===== src/rtl/race_pkg.sv =====
// Shared types for the multi-lane click race: lane/game state encodings and
// the width helper for place fields.
package race_pkg;

   typedef enum logic [1:0] {
      L_IDLE   = 2'b00,
      L_ACTIVE = 2'b01,
      L_FIN    = 2'b10,
      L_OUT    = 2'b11
   } lane_state_t;

   typedef enum logic [1:0] {
      G_IDLE = 2'b00,
      G_RUN  = 2'b01,
      G_DONE = 2'b10
   } game_state_t;

   function automatic int place_w(input int n);
      return $clog2(n + 1);
   endfunction

endpackage


===== src/rtl/race_lane.sv =====
// One race lane: click edge detector, click/step counters and lane state.
// Edges are registered once before they act, so updates land one edge after detection.
module race_lane
   import race_pkg::*;
#(
   parameter int CLICK_W = 5,
   parameter int STEP_W  = 3
) (
   input  logic               clk,
   input  logic               rst,
   input  logic               start_run,
   input  logic               run,
   input  logic               enable,
   input  logic               red,
   input  logic               click,
   input  logic [CLICK_W-1:0] max_clicks,
   input  logic [STEP_W-1:0]  max_steps,
   output logic [STEP_W-1:0]  position,
   output lane_state_t        state,
   output logic               finish_now
);

   logic               click_q, ev_q, red_q;
   logic [CLICK_W-1:0] clicks;
   logic               hit, wrap;

   always_comb begin
      hit        = run && (state == L_ACTIVE) && ev_q && !red_q;
      wrap       = ({1'b0, clicks} + (CLICK_W+1)'(1)) >= {1'b0, max_clicks};
      finish_now = hit && wrap && ((position + STEP_W'(1)) == max_steps);
   end

   always_ff @(posedge clk) begin
      if (!rst) begin
         click_q  <= 1'b0;
         ev_q     <= 1'b0;
         red_q    <= 1'b0;
         clicks   <= '0;
         position <= '0;
         state    <= L_IDLE;
      end else begin
         click_q <= click;
         // an edge seen on the start edge belongs to no race and is dropped
         ev_q    <= click & ~click_q & enable & ~start_run;
         red_q   <= red;
         if (start_run) begin
            clicks   <= '0;
            position <= '0;
            state    <= L_ACTIVE;
         end else if (run && (state == L_ACTIVE) && ev_q) begin
            if (red_q) begin
               state <= L_OUT;
            end else if (!wrap) begin
               clicks <= clicks + CLICK_W'(1);
            end else begin
               clicks   <= '0;
               position <= position + STEP_W'(1);
               if (finish_now) state <= L_FIN;
            end
         end
      end
   end

endmodule


===== src/rtl/race_logic_multi.sv =====
// Multi-lane click race: game FSM, latched limits and central place allocation;
// lanes finishing on the same edge share a place.
module race_logic_multi
   import race_pkg::*;
#(
   parameter int N_PLAYERS = 4,
   parameter int CLICK_W   = 5,
   parameter int STEP_W    = 3,
   parameter int PLACE_W   = place_w(N_PLAYERS)
) (
   input  logic                                clk,
   input  logic                                rst,
   input  logic                                start,
   input  logic                                enable,
   input  logic                                red,
   input  logic [N_PLAYERS-1:0]                click,
   input  logic [CLICK_W-1:0]                  max_clicks,
   input  logic [STEP_W-1:0]                   max_steps,
   output logic [N_PLAYERS-1:0][STEP_W-1:0]    position,
   output logic [N_PLAYERS-1:0][1:0]           lane_state,
   output logic [N_PLAYERS-1:0][PLACE_W-1:0]   place,
   output logic                                racing,
   output logic                                game_over
);

   game_state_t          gs;
   logic [CLICK_W-1:0]   mc;
   logic [STEP_W-1:0]    ms;
   logic [PLACE_W:0]     next_place, n_fin;
   logic                 start_run, run;
   logic [N_PLAYERS-1:0] fin, active;
   lane_state_t          ls [N_PLAYERS];

   assign start_run = start && (gs != G_RUN);
   assign run       = (gs == G_RUN);

   for (genvar g = 0; g < N_PLAYERS; g++) begin : g_lane
      race_lane #(.CLICK_W(CLICK_W), .STEP_W(STEP_W)) u_lane (
         .clk        (clk),
         .rst        (rst),
         .start_run  (start_run),
         .run        (run),
         .enable     (enable),
         .red        (red),
         .click      (click[g]),
         .max_clicks (mc),
         .max_steps  (ms),
         .position   (position[g]),
         .state      (ls[g]),
         .finish_now (fin[g])
      );
      assign lane_state[g] = ls[g];
      assign active[g]     = (ls[g] == L_ACTIVE);
   end

   always_comb begin
      n_fin = '0;
      for (int i = 0; i < N_PLAYERS; i++) n_fin = n_fin + (PLACE_W+1)'(fin[i]);
   end

   always_ff @(posedge clk) begin
      if (!rst) begin
         gs         <= G_IDLE;
         racing     <= 1'b0;
         game_over  <= 1'b0;
         mc         <= '0;
         ms         <= '0;
         next_place <= '0;
         place      <= '0;
      end else begin
         case (gs)
            G_IDLE, G_DONE: if (start) begin
               gs         <= G_RUN;
               racing     <= 1'b1;
               game_over  <= 1'b0;
               mc         <= (max_clicks == '0) ? CLICK_W'(1) : max_clicks;
               ms         <= (max_steps == '0) ? STEP_W'(1) : max_steps;
               next_place <= (PLACE_W+1)'(1);
               place      <= '0;
            end
            G_RUN: begin
               for (int i = 0; i < N_PLAYERS; i++)
                  if (fin[i]) place[i] <= next_place[PLACE_W-1:0];
               next_place <= next_place + n_fin;
               if (active == '0) begin
                  gs        <= G_DONE;
                  racing    <= 1'b0;
                  game_over <= 1'b1;
               end
            end
            default: gs <= G_IDLE;
         endcase
      end
   end

endmodule


===== config.mk =====
export PLATFORM = sky130hd
export DESIGN_NAME = race_logic_multi
export DESIGN_NICKNAME = d
export VERILOG_FILES = /design/src/rtl/race_pkg.sv /design/src/rtl/race_lane.sv /design/src/rtl/race_logic_multi.sv
export SDC_FILE = /design/constraint.sdc
export NUM_CORES = 1
export LEC_CHECK = 0
export ABC_AREA = 1
export CORE_MARGIN = 2
export CORE_UTILIZATION = 35
export DETAILED_ROUTE_END_ITERATION = 10
export HOLD_SLACK_MARGIN = 0.03
export MAX_ROUTING_LAYER = met4
export PLACE_DENSITY = 0.68
export RECOVER_POWER = 25
export SYNTH_ARGS = -nofsm -noshare
export SYNTH_HDL_FRONTEND = slang
export SYNTH_SLANG_ARGS = --single-unit

===== constraint.sdc =====
create_clock -name clk -period 3.7 [get_ports clk]
set_clock_uncertainty 0.2 [all_clocks]
set_input_delay 0.37 -clock clk [delete_from_list [all_inputs] [get_ports clk]]
set_output_delay 0.37 -clock clk [all_outputs]
set_load 0.005 [all_outputs]

## After elaboration in Yosys (flattened, before gate mapping)

Index checks and enable logic that the tools add are counted.

- Register bits: 77
- Word-level logic and storage cells: 207
- Output and inout bits: 34
- Bits of input ports: 17

- Bitwise gates (word level): 19
- Equality and inequality tests: 17
- Reduce and logical (&&, ||, !) cells: 73
- Mux-type cells: 43
- $add $sub $neg: 16
- Order comparisons: 4

Operators with widths:

| operator | count |
|---|---|
| $reduce_and 3->1 | 17 |
| $mux 2 | 14 |
| $reduce_bool 2->1 | 13 |
| $mux 5 | 5 |
| $add 5x1->6 const B | 4 |
| $ge 6x5->1 | 4 |
| $pmux 12 s2 | 1 |
| $reduce_bool 3->1 | 8 |
| $logic_and 1x1->1 | 21 |
| $add 5x1->5 const B | 4 |
| $mux 3 | 5 |
| $reduce_and 2->1 | 7 |
| $add 3x1->3 const B | 4 |
| $and 1x1->1 | 12 |
| $eq 3x3->1 | 4 |
| $mux 1 | 12 |
| $mux 12 | 1 |
| $eq 2x1->1 const B | 5 |
| $ne 2x1->1 const B | 4 |
| $pmux 4 s2 | 1 |
| $not 1->1 | 7 |
| $ne 2x2->1 const B | 3 |
| $logic_not 5->1 | 1 |
| $add 3x1->4 | 1 |
| other kinds (12) | 14 |

## Logic depth before layout (Yosys ltp)

Gate-level depths: netlist (run 1).

- Depth after elaboration: 11
- Gate-level depth with buffers: 17
- Depth with buffers taken out: 17

## Cells and area by module

Synthesis (run 1) repeated with hierarchy kept, for this count alone.

- Cells, all modules: 570
- Area total of the unflattened synthesis: 4281.6 um2

By module, submodules not included:

| module | cells each | area each (um2) | sequential area each (um2) | instances |
|---|---|---|---|---|
| race_lane (g_lane[1].u_lane ...) | 101 | 789.5 | 260.2 | 2 |
| race_logic_multi | 155 | 1138.6 | 540.5 | 1 |
| race_lane (g_lane[3].u_lane) | 112 | 784.5 | 260.2 | 1 |
| race_lane (g_lane[0].u_lane) | 101 | 779.5 | 260.2 | 1 |

## Worst setup path after synthesis (run 1)

No wires, ideal clock.

- Kind: reg2reg
- Start: register g_lane[0].u_lane.clicks[0]
- End: register next_place[1]
- Slack: 0.277 ns
- Period minus slack after synthesis: 3.423 ns
- Arrival time: 3.152 ns
- Setup time: 0.070 ns
- Path buffers: 0
- Data required time: 3.430 ns
- Stages on the path, launching flop included: 15
- Cell sequence: dfxtp_1 -> inv_1 -> nor2_2 -> xor2_1 -> ha_1 -> a21o_1 -> nand3_1 -> nand4_2 -> nand3_2 -> inv_1 -> fa_1 -> fa_1 -> fa_1 -> nand2_1 -> a21oi_1

- Cells in the longest elaborated chain, start to end: 9

Ends and longest elaborated chain:

| element | line | source |
|---|---|---|
| start, declared | race_lane.sv:24 | `logic [CLICK_W-1:0] clicks;` |
| start signal, assigned | race_lane.sv:54 | `clicks <= clicks + CLICK_W'(1);` |
| $add 5x1->6 | race_lane.sv:29 | `wrap = ({1'b0, clicks} + (CLICK_W+1)'(1)) >= {1'b0, max_clicks};` |
| $ge 6x5->1 | race_lane.sv:29 |  |
| $logic_and 1x1->1 (2 in a row) | race_lane.sv:30 | `finish_now = hit && wrap && ((position + STEP_W'(1)) == max_steps);` |
| $add 1x1->2 | race_logic_multi.sv:58 | `for (int i = 0; i < N_PLAYERS; i++) n_fin = n_fin + (PLACE_W+1)'(fin[i]);` |
| $add 2x1->3 | race_logic_multi.sv:58 |  |
| $add 3x1->4 | race_logic_multi.sv:58 |  |
| $add 4x4->4 | race_logic_multi.sv:84 | `next_place <= next_place + n_fin;` |
| $pmux 4 s2 | race_logic_multi.sv:71 | `case (gs)` |
| end signal, assigned | race_logic_multi.sv:78 | `next_place <= (PLACE_W+1)'(1);` |
| end signal, assigned | race_logic_multi.sv:84 |  |
| end, declared | race_logic_multi.sv:29 | `logic [PLACE_W:0] next_place, n_fin;` |

No other way between the ends.
A chain may end at the register's enable or synchronous reset.

## Worst setup path in the final report (run 1)

- Start: register g_lane[2].u_lane.clicks[0]
- End: register next_place[1]

- Cells in the longest elaborated chain, start to end: 8

Ends and longest elaborated chain:

| element | line |
|---|---|
| start, declared | race_lane.sv:24 |
| start signal, assigned | race_lane.sv:54 |
| $add 5x1->6 | race_lane.sv:29 |
| $ge 6x5->1 | race_lane.sv:29 |
| $logic_and 1x1->1 (2 in a row) | race_lane.sv:30 |
| $add 2x1->3 | race_logic_multi.sv:58 |
| $add 3x1->4 | race_logic_multi.sv:58 |
| $add 4x4->4 | race_logic_multi.sv:84 |
| $pmux 4 s2 | race_logic_multi.sv:71 |

No other way between the ends.

==> metrics.csv, run 1 <==
metric,value,unit
synth_top_area_cell,dfxtp_1,
power_leakage,2.225,nW
die_h,110.7,um
cpPeakStageDelay,0.52,ns
status,"complete, no violations",
io_buffers,50,
finalSetupViolCount,0,
area_growth,26.17,%
start_util,36.26,%
synth_area,3983,um^2
cp.arrival,3.61,ns
h-tree-depth,3,
power.density,391.6,nW/um^2
fin_setup_tns,0,ns
path_clk_slew,0.06,ns
worst_pin_slew,0.8478,ns
reg2reg_slack,0.15,ns
internal_power,1.452,mW
slew_headroom,43.48,%
drive_gt1_share,9.883,%
rr_startpoint,g_lane[2].u_lane.clicks[0],
grt_overflow,0,
hold_path_depth,1,
dieArea,12250,um^2
grt_start_max_net_pins,25,
drv_slew,0,
grt_antenna_before_repair,0,
drt_pass1_iterations,4,
min_from,g_lane[2].u_lane.click_q,
p_sw,0.5156,mW
ys_seq_area_share,38.20,%
core_area,10980,um^2
start_kind,register,
finalHoldViolCount,0,
cap_violations,0,
antenna_left,0,
seqPwrFrac,44.0,%
clk_path_buf_depth,2,
vdd_ir_drop_max,0.0002538,V
route.vias.total,3610,
grt_pass1_wl,17050,um
place.gp.congestion,0.8296,
dr.first_iter.drc_count,147,
power_frac_clock,45.3,%
timing.hold.ws,0.1863,ns
grt_usage,17.38,%
wire_per_inst,13.64,um
critical_path_class,register to register,
timing.rr.end,next_place[1],
synthTopCellsByArea,"dfxtp_1 (38%), nand2_1 (11%), ha_1 (8.8%)",
wl,10060,um
ctsHoldBuffers,0,
p_sw_share,26.20,%
synthCells,533,
required,3.76,ns
synthDistinctLibCells,37,
reg2reg_depth,14,
ys_ff_latch,76,
cts_inserted_buffers,9,
ys.flop_type,dfxtp_1,
hpwl,7593,um
critPathCaptureType,register,
min_to,g_lane[2].u_lane.ev_q,
grt_pass1_vias,3718,
syn_avg_cell_area,7.472,um^2
drc,0,
worst-path-max-fanout,4,
row_count,38,
period_share,95.93,%
synth_fp_nets,581,
ys_warn_count,0,
synth_edf_count,0,
layout_min_cycle_time,3.549,ns
hold_path.class,register to register,
async_flop_share,0,%
cts_num_sinks,76,
root_buffer,clkbuf_16,
max_freq,281.7,MHz
finalNetCount,640,
cp_slowest_cell,fa_2,
cts_tree,done,
pwr-share-comb,10.7,%
diodes,0,
clock_latency,0.34,ns
die_w,110.7,um
grt_setup_unrepaired,no,
pin_count,51,
yosys.area.top_type_share,38.20,%
post_drt_via_cell_ratio,4.898,
worstPathCellList,"ha_4, nand3_2, xor2_2, ha_1, and3_1, nand2_1, nand3_2, nand3_4, inv_2, fa_1, fa_2, fa_2, nand2_1, a21oi_1",
[layout make-up]
type | count | area (um^2)
Clock buffer | 9 | 225.2
Clock inverter | 7 | 76.32
Fill cell | 1088 | 5958
Inverter | 79 | 296.5
Multi-Input combinational cell | 369 | 2172
Sequential cell | 76 | 1530
Tap cell | 140 | 175.2
Timing Repair Buffer | 57 | 549.3
[worst max-delay path by stage]
stage / start / end / slack (ns) / cells past startpoint
6_report: g_lane[2].u_lane.clicks[0] / next_place[1] / 0.15 / 14
5_1_grt: g_lane[2].u_lane.clicks[0] / next_place[1] / 0.005 / 14
4_1_cts: g_lane[2].u_lane.clicks[0] / next_place[1] / 0.01 / 14
3_5_place_dp: g_lane[2].u_lane.clicks[0] / next_place[2] / 0.04 / 16
3_3_place_gp: g_lane[2].u_lane.clicks[0] / next_place[1] / 0.21 / 14
2_1_floorplan: g_lane[0].u_lane.clicks[0] / next_place[1] / 0.28 / 14
[critical path, delay by kind of cell, from the launching register on]
kind / cells / cell delay, ns
AO/OA/AOI/OAI: 1 / 0.15
XOR/XNOR: 1 / 0.16
adder cells (fa/ha/maj): 5 / 1.86
buffers and inverters: 1 / 0.05
flip-flops: 1 / 0.38
AND/OR/NAND/NOR: 6 / 0.67
[flip-flops by register name (all words and copies together) (netlist names)]
register                cells
g_lane.u_lane.clicks       20
place                      12
game_over                   1
racing                      1
gs                          2
ms                          3
mc                          5
g_lane.u_lane.click_q       4
g_lane.u_lane.red_q         1
g_lane.u_lane.ev_q          4
g_lane.u_lane.state         8
next_place                  3
g_lane.u_lane.position     12
[layer usage]
metal  track usage, %  wire length (um)
met3            4.483               501
met1            20.27              4487
met4            5.833               182
met2            29.20              4885
met5                -                 0
[through the flow]
stage | power, mW | std cells | util [%] | worst slack, ns | area [um^2]
3_5_place_dp | 1.095 | 720 | 42.47 | 0.03791 | 4664
6_report | 1.968 | 737 | 45.75 | 0.1506 | 5025
4_1_cts | 1.986 | 736 | 45.22 | 0.01444 | 4966
2_1_floorplan | 1.008 | 533 | - | 0.2774 | 3983
3_3_place_gp | 1.087 | 720 | 42.47 | 0.2137 | 4664
5_1_grt | 2.052 | 737 | 45.75 | 0.004845 | 5025
[cells in the mapped netlist (6+ instances only)]
master and instances:
inv_1 70, inv_2 8, xor2_1 14, a21oi_1 49
nand4_1 7, dfxtp_1 76, xnor2_1 7, o21ai_0 27
ha_1 28, nand3_1 21, nand2_1 119, nor2_1 49
nor3_1 6
[cells in the final DEF (no fill, tap or decap), drive strengths merged]
cell,Yosys,layout
a211oi,2,2
o21ai,29,29
or2,2,2
xor2,14,14
inv,78,79
o211ai,1,1
fa,3,3
nand4,10,10
and3,3,3
nand2,119,119
nor2,58,58
bufinv,0,1
clkinv,1,4
o2111ai,1,1
nand3,24,24
xnor2,7,7
clkinvlp,0,2
dlygate4sd3,0,17
a22oi,2,2
clkbuf,4,10
clkdlybuf4s50,0,33
ha,28,28
nor3,6,6
dfxtp,76,76
nor4,4,4
a31oi,2,2
o41ai,1,1
a21oi,49,49
o211a,1,1
buf,5,6
a21o,1,1
nand3b,2,2
[power groups by stage]
stage | Combinational, mW | Clock, mW | Sequential, mW
2_1_floorplan | 0.129 | 0 | 0.879
3_3_place_gp | 0.204 | 0 | 0.883
3_5_place_dp | 0.211 | 0 | 0.884
4_1_cts | 0.213 | 0.906 | 0.866
5_1_grt | 0.239 | 0.945 | 0.868
6_report | 0.210 | 0.892 | 0.865
[cell families (layout without fill, tap and decap cells)]
family | Yosys count | after routing | share of synthesized area, %
and+or+nand+nor | 228 | 228 | 26.52
AOI/OAI and AO/OA | 89 | 89 | 11.94
buffers and inverters | 88 | 152 | 8.419
DFF | 76 | 76 | 38.20
adders and majority gates | 31 | 31 | 10.30
xor gates and xnor gates | 21 | 21 | 4.618
[timing repair]
item	CTS	global route
setup endpoints to repair	0	2
resized for setup	0	15
buffers inserted	0	1
Power figures use the tool's default switching activity.
==> inputs of run 2 (changes only) <==
ABC_CLOCK_PERIOD_IN_PS = 3700   (was default)
==> results of run 2 <==
The final DEF is identical to that of run 1; final timing and power are the same.
==> inputs of run 3 (changes only) <==
ABC_CLOCK_PERIOD_IN_PS = 2900   (was 3700)
CTS_CLUSTER_SIZE = 28   (was default)
clock period = 2.9 ns   (was 3.7 ns; I/O delays follow)
==> metrics.csv, run 3 (same netlist as run 1, synthesis figures left out) <==
metric,value,unit
placed_cell_area,5069,um^2
die_h,110.7,um
start_kind,register,
grt_overflow,0,
worst_pin_slew,0.8894,ns
wire_per_inst,13.57,um
dp_cells,771,
cap_violations,0,
drv_slew,0,
largest_reg_flops,20,
met2_length,5573,um
grt_start_max_net_pins,25,
grt_pass1_vias,3921,
finalNetCount,709,
io_buffers,50,
diodes,0,
cts_inserted_buffers,9,
largest_register,g_lane.u_lane.clicks,
period_share,114.4,%
wl,10940,um
antenna_left,0,
critical_path_class,register to register,
post_drt_via_cell_ratio,4.818,
grt_antenna_before_repair,0,
hpwl,7793,um
grt_usage,17.91,%
final_cell_mix,"nand2_1 (112), dfxtp_1 (69), inv_1 (68)",
row_count,38,
power.density,452.2,nW/um^2
final_common_cell,nand2_1,
final.setup.worst_slack,-0.4177,ns
critPathLaunch,g_lane[2].u_lane.clicks[0],
h-tree-depth,3,
clock_latency,0.34,ns
worst-path-max-fanout,3,
grt_setup_unrepaired,yes,
cts_num_sinks,76,
rr_startpoint,g_lane[2].u_lane.clicks[0],
status,"complete, but fails checks",
max_freq,301.4,MHz
core_area,10980,um^2
layout_min_cycle_time,3.318,ns
totalPowerFinal,2.631,mW
min_from,g_lane[3].u_lane.click_q,
cp.arrival,3.39,ns
start_util,36.26,%
fin_setup_tns,-2.114,ns
ctsHoldBuffers,0,
post-route-util,52.97,%
pin_count,51,
clk_path_buf_depth,2,
top_layer,met4,
reg_top3,"g_lane.u_lane.clicks x20, g_lane.u_lane.position x12, place x12",
grt_pass1_wl,17790,um
critPathCaptureType,register,
hold_path.class,register to register,
cts_tree,done,
place.gp.congestion,0.8846,
finalSetupViolCount,10,
wl_met3,502,um
reg2reg_depth,14,
violations,negative setup slack,
power_leakage,2.597,nW
timing.hold.ws,0.1878,ns
dr.first_iter.drc_count,202,
root_buffer,clkbuf_16,
hold_path_depth,1,
dieArea,12250,um^2
drc,0,
path_clk_slew,0.06,ns
vdd_ir_drop_max,0.0003678,V
drive_gt1_share,24.02,%
area_growth,46.09,%
instances_no_fill,806,
final_area,5818,um^2
die_w,110.7,um
route.vias.total,3883,
slew_headroom,40.71,%
required,2.97,ns
dp_slack,-0.4466,ns
finalHoldViolCount,0,
drt_pass1_iterations,4,
met1_length,4642,um
run 3: layer usage:
metal  track usage (%)  vias up
met4             5.583        0
met2             31.08       86
met1             20.80     1797
met5                 -        -
li1                  -     1981
met3             3.773       19
run 3: worst max-delay path, stage by stage (launching register included):
cell,delay (ns)
dfxtp_4,0.38
ha_4,0.16
nand3_4,0.09
xor2_4,0.17
ha_4,0.28
and3_4,0.18
nand2_2,0.06
nand3_2,0.08
nand3_2,0.10
inv_2,0.10
fa_1,0.43
fa_2,0.35
fa_2,0.52
nand2_1,0.04
a21oi_1,0.10
run 3: area by class of cell:
cell class	count	area [um^2]
Fill cell	968	5165
Inverter	79	301.5
Clock inverter	6	71.32
Multi-Input combinational cell	369	2394
Clock buffer	10	229.0
Tap cell	140	175.2
Timing Repair Buffer	126	1105
Sequential cell	76	1543
run 3: path summary, 6_finish.rpt:
kind / endpoint / slack, ns
worst max-delay path: next_place[1] / -0.42
worst min-delay path: g_lane[3].u_lane.ev_q / 0.19
worst max register to register: next_place[1] / -0.42
worst min register to register: g_lane[3].u_lane.ev_q / 0.19
run 3: what timing repair did:
item,CTS,global route
setup endpoints to repair,3,10
pin swaps,5,12
resized for setup,15,52
setup buffers,10,16
run 3: report_power, final:
group	leakage [nW]	switching (mW)	internal, mW	total [mW]
Combinational	1.83	0.198	0.189	0.387
Sequential	0.624	0.0240	1.07	1.10
Clock	0.140	0.472	0.675	1.15
==> RTL edit 1, RTL diff (settings of run 1) <==
Encoding of `game_state_t`: now one-hot (3 bits for 3 states).
--- a/src/rtl/race_pkg.sv
+++ b/src/rtl/race_pkg.sv
@@ -9,10 +9,10 @@
       L_OUT    = 2'b11
    } lane_state_t;
 
-   typedef enum logic [1:0] {
-      G_IDLE = 2'b00,
-      G_RUN  = 2'b01,
-      G_DONE = 2'b10
+   typedef enum logic [2:0] {
+      G_IDLE = 3'b001,
+      G_RUN  = 3'b010,
+      G_DONE = 3'b100
    } game_state_t;
 
    function automatic int place_w(input int n);
Behaviour: no difference found for any inputs over 4 cycles, from zero or initial values and one cycle with rst low; so few cycles prove little.
==> RTL edit 1 against run 1 <==
Total power rose by 1.3%. Clock power fell by 6.1%. Critical endpoint is now next_place[2]. Sequential cell count rose by 1. Critical path depth rose by 1. Setup slack improved by 0.077 ns. Routed wire length fell by 2.7%. Synthesized area rose by 3.3%. Final area rose by 2.1%. Critical path type unchanged.
==> RTL edit 1: results (changes against run 1) <==
stage,metric,value,unit,change
place,"number of placed instances, taps included",732,,+1.7%
worst_setup_path,Worst Setup EP,next_place[2],,
place,post-place setup slack,0.05764,ns,+0.01973 ns
finish,non-clk buf share,11.30,%,+0.36 points
status,status,completed,,
yosys,"Distinct cells, synth",36,,-2.7%
finish,ClkCell Share,5.587,%,-0.41 points
grt,first-pass GRT wire length,16530,µm,-3.1%
finish,clock buffers,10,,+1
finish,fraction of area in multi-input gates,43.89,%,+0.66 points
yosys,Commonest cells post-synth,"nand2_1 (119), dfxtp_1 (77), inv_1 (69)",,
power,Lkg Pwr,0.002274,µW,+2.2%
yosys,register area share after synthesis,37.47,%,-0.73 points
finish,#MultiIn Comb,378,,+2.4%
worst_setup_path,CP max-delay cell,fa_1,,
finish,sequential cell area share,30.18,%,-0.28 points
sta,part of the cycle the worst path needs,93.84,%,-2.1 points
worst_hold_path,Hold Path End,g_lane[0].u_lane.ev_q,,
detailed_routing,via count,3645,,+0.97%
grt,GRT Total Usage,16.71,%,-0.67 points
worst_setup_path,CP peak stage delay,0.49,ns,-0.03 ns
finish,filler instances,1092,,+0.37%
power,maximum vdd drop,0.0002209,V,-13%
detailed_routing,Via density,4.854,,-0.91%
sta,worst-margin pin slew,0.7082,ns,-0.1396 ns
worst_setup_path,CP Launch Point,g_lane[0].u_lane.clicks[0],,
finish,inverter count,76,,-3.8%
worst_setup_path,crit-path max FO,6,,+2
worst_hold_path,hold path start,g_lane[0].u_lane.click_q,,
place,placer congestion estimate,0.8308,,+0.14%
yosys,synth top area cells,"dfxtp_1 (37%), nand2_1 (11%), ha_1 (8.5%)",,
place,hpwl dp,7597,µm,about the same
worst_setup_path,Worst Reg-to-Reg Cells,15,,+1
RTL edit 1: power groups by stage:
stage          logic, µW  registers, µW  clock network (µW)
2_1_floorplan        187            888                   0
3_3_place_gp         263            895                   0
3_5_place_dp         275            896                   0
4_1_cts              276            878                 859
5_1_grt              314            880                 894
6_report             279            877                 838
RTL edit 1: per-layer routing:
| layer | track usage, % | wire length, µm | share of wire [%] |
|---|---|---|---|
| met4 | 5.610 | 178 | 1.8 |
| met1 | 18.92 | 4458 | 46 |
| met5 | - | 0 | 0 |
| met3 | 4.050 | 248 | 2.5 |
| met2 | 28.96 | 4900 | 50 |
RTL edit 1: cells by family after synthesis:
family          Yosys count  synth area share [%]
simple gates            237                 28.10
compound gates           88                 11.59
buf+inv                  86                 8.181
flops                    77                 37.47
fa+ha+maj                31                 9.976
xor+xnor                 22                 4.684
RTL edit 1: repair_timing:
item,CTS,global route
setup endpoints to repair,0,2
buffers inserted,0,3
resized for setup,0,8
endpoints found under the hold margin,0,0
==> RTL edit 2, RTL diff (flow settings as in run 1) <==
Without the edit above. `STEP_W` is set to 3 in 2 places; all go to 6.
--- a/src/rtl/race_lane.sv
+++ b/src/rtl/race_lane.sv
@@ -4,7 +4,7 @@
    import race_pkg::*;
 #(
    parameter int CLICK_W = 5,
-   parameter int STEP_W  = 3
+   parameter int STEP_W  = 6
 ) (
    input  logic               clk,
    input  logic               rst,
--- a/src/rtl/race_logic_multi.sv
+++ b/src/rtl/race_logic_multi.sv
@@ -5,7 +5,7 @@
 #(
    parameter int N_PLAYERS = 4,
    parameter int CLICK_W   = 5,
-   parameter int STEP_W    = 3,
+   parameter int STEP_W    = 6,
    parameter int PLACE_W   = place_w(N_PLAYERS)
 ) (
    input  logic                                clk,
Interface: changed (resized max_steps and position); port bits go from 51 to 66. The function was not compared with the original's and may differ.
==> RTL edit 2 against run 1 <==
Core utilization down 0.79 points. Setup slack got worse by 0.0012 ns. Total power up 22%. Cell count increased by 32%. Via count is 33% higher. Hold slack better by 0.0038 ns. Final area grew 31%. Global-route usage up 0.55 points. Sequential cell count up 15. Routed wire length is 33% higher. Critical path depth is 2 higher. Synthesized area rose by 32%. Critical endpoint unchanged. Highest routed layer unchanged.
==> RTL edit 2: results (changes against run 1) <==
stage,metric,value,unit,change
status,status,completed,,
sta,Slew HR,25.68,%,-18 points
grt,vias in the first global route,4652,,+25%
grt,largest net degree at the start of global routing,35,,+40%
yosys,synth top area cells,"dfxtp_1 (35%), nand2_1 (10%), a21oi_1 (6.7%)",,
finish,biggest regs,"g_lane.u_lane.position: 24 flops, g_lane.u_lane.clicks: 20 flops, place: 12 flops",,
yosys,YS warnings,0,,unchanged
place,placer congestion estimate,0.8634,,+4.1%
finish,filler instances,1452,,+33%
grt,GRT Total Usage,17.93,%,+0.55 points
clocking,Max Root-Sink Buffers,2,,unchanged
place,hpwl dp,9797,µm,+29%
finish,Layout Nets,838,,+31%
detailed_routing,drt wl/cell,13.73,µm,+0.60%
yosys,"Distinct cells, synth",38,,+2.7%
detailed_routing,Via density,4.922,,+0.49%
detailed_routing,Initial DRT Pass Iterations,7,,+3
yosys,Commonest cells post-synth,"nand2_1 (145), dfxtp_1 (91), inv_1 (87)",,
yosys,asr flop ratio synth,0,%,unchanged
power,Lkg Pwr,0.002784,µW,+25%
clocking,worst skew pair latency,0.36,ns,+0.02 ns
grt,first-pass GRT wire length,22540,µm,+32%
yosys,register area share after synthesis,34.73,%,-3.5 points
finish,share of cells above drive strength 1,12.63,%,+2.7 points
worst_setup_path,crit-path max FO,10,,+6
power,maximum vdd drop,0.0002833,V,+12%
yosys,synthesized net count,765,,+32%
detailed_routing,Starting DRT DRC Count,340,,+130%
clocking,"Reg clk slew, reported paths",0.07,ns,
place,I/O Buffers,65,,+30%
place,Placed Area,6113,µm²,+31%
==> RTL edit 2: cell count changes in the layout (fill, tap and decap cells not counted), moves of 14 or more <==
cell	before	now
dfxtp_1	71	85
inv_1	70	88
nand3_1	19	63
nand2_1	119	144
a21oi_1	48	69
==> RTL edit 2: area by class of cell <==
| cell class | count | area, µm² | share of cell area, % |
|---|---|---|---|
| Multi-Input combinational cell | 510 | 3024 | 46.10 |
| Inverter | 96 | 367.9 | 5.607 |
| Sequential cell | 91 | 1834 | 27.96 |
| Clock buffer | 10 | 239.0 | 3.643 |
| Tap cell | 184 | 230.2 | 3.509 |
| Clock inverter | 6 | 112.6 | 1.717 |
| Timing Repair Buffer | 79 | 752.0 | 11.46 |
==> RTL edit 2: power breakdown <==
group / switching [µW] / internal (µW)
Combinational: 166 / 105
Clock: 415 / 680
Sequential: 25.5 / 1000
==> RTL edit 2: worst paths after layout <==
check,from,to,cells past startpoint
hold reg to reg,g_lane[0].u_lane.click_q,g_lane[0].u_lane.ev_q,1
hold / removal,g_lane[0].u_lane.click_q,g_lane[0].u_lane.ev_q,1
setup / recovery,g_lane[2].u_lane.clicks[1],next_place[1],16
setup reg to reg,g_lane[2].u_lane.clicks[1],next_place[1],16
==> RTL edit 2: per-stage QoR <==
step           instances  power (µW)  hold WS, ns  worst slack, ns
3_5_place_dp         956        1318       0.1827          0.06015
6_report             976        2396       0.1901           0.1493
2_1_floorplan        714        1223       0.1735           0.1565
5_1_grt              976        2484       0.2037          0.02150
4_1_cts              972        2412       0.1917          0.05183
3_3_place_gp         956        1315       0.1771           0.1145
==> RTL edit 2: kinds of logic after synthesis <==
kind of cell | Yosys count | synth area share [%]
buffers and inverters | 113 | 8.588
and+or+nand+nor | 332 | 32.35
AOI/OAI and AO/OA | 125 | 12.83
DFF | 91 | 34.73
xor gates and xnor gates | 22 | 3.674
adders and majority gates | 31 | 7.825
==> RTL edit 2: critical path: stages, from the launching register on <==
cell     delay (ns)
dfxtp_4        0.36
ha_4           0.16
nand3_1        0.09
xor2_1         0.19
inv_1          0.10
ha_4           0.25
nand4_1        0.09
nand4_1        0.17
nand2_4        0.15
inv_8          0.05
nand2_4        0.09
inv_1          0.07
fa_1           0.47
fa_2           0.35
fa_2           0.52
nand2_1        0.06
a21oi_2        0.11
==> RTL edit 2: routing by layer <==
| metal | track usage (%) | vias up | wire length, µm |
|---|---|---|---|
| met5 | - | - | 0 |
| met4 | 4.396 | 0 | 134 |
| met3 | 4.133 | 13 | 627 |
| met2 | 28.22 | 106 | 6122 |
| met1 | 23.40 | 2182 | 6512 |
| li1 | - | 2503 | - |
==> RTL edit 2: what timing repair did <==
item | 4_1_cts | 5_1_grt
gates resized for setup | 0 | 20
setup endpoints to repair | 0 | 2
setup buffers | 0 | 4
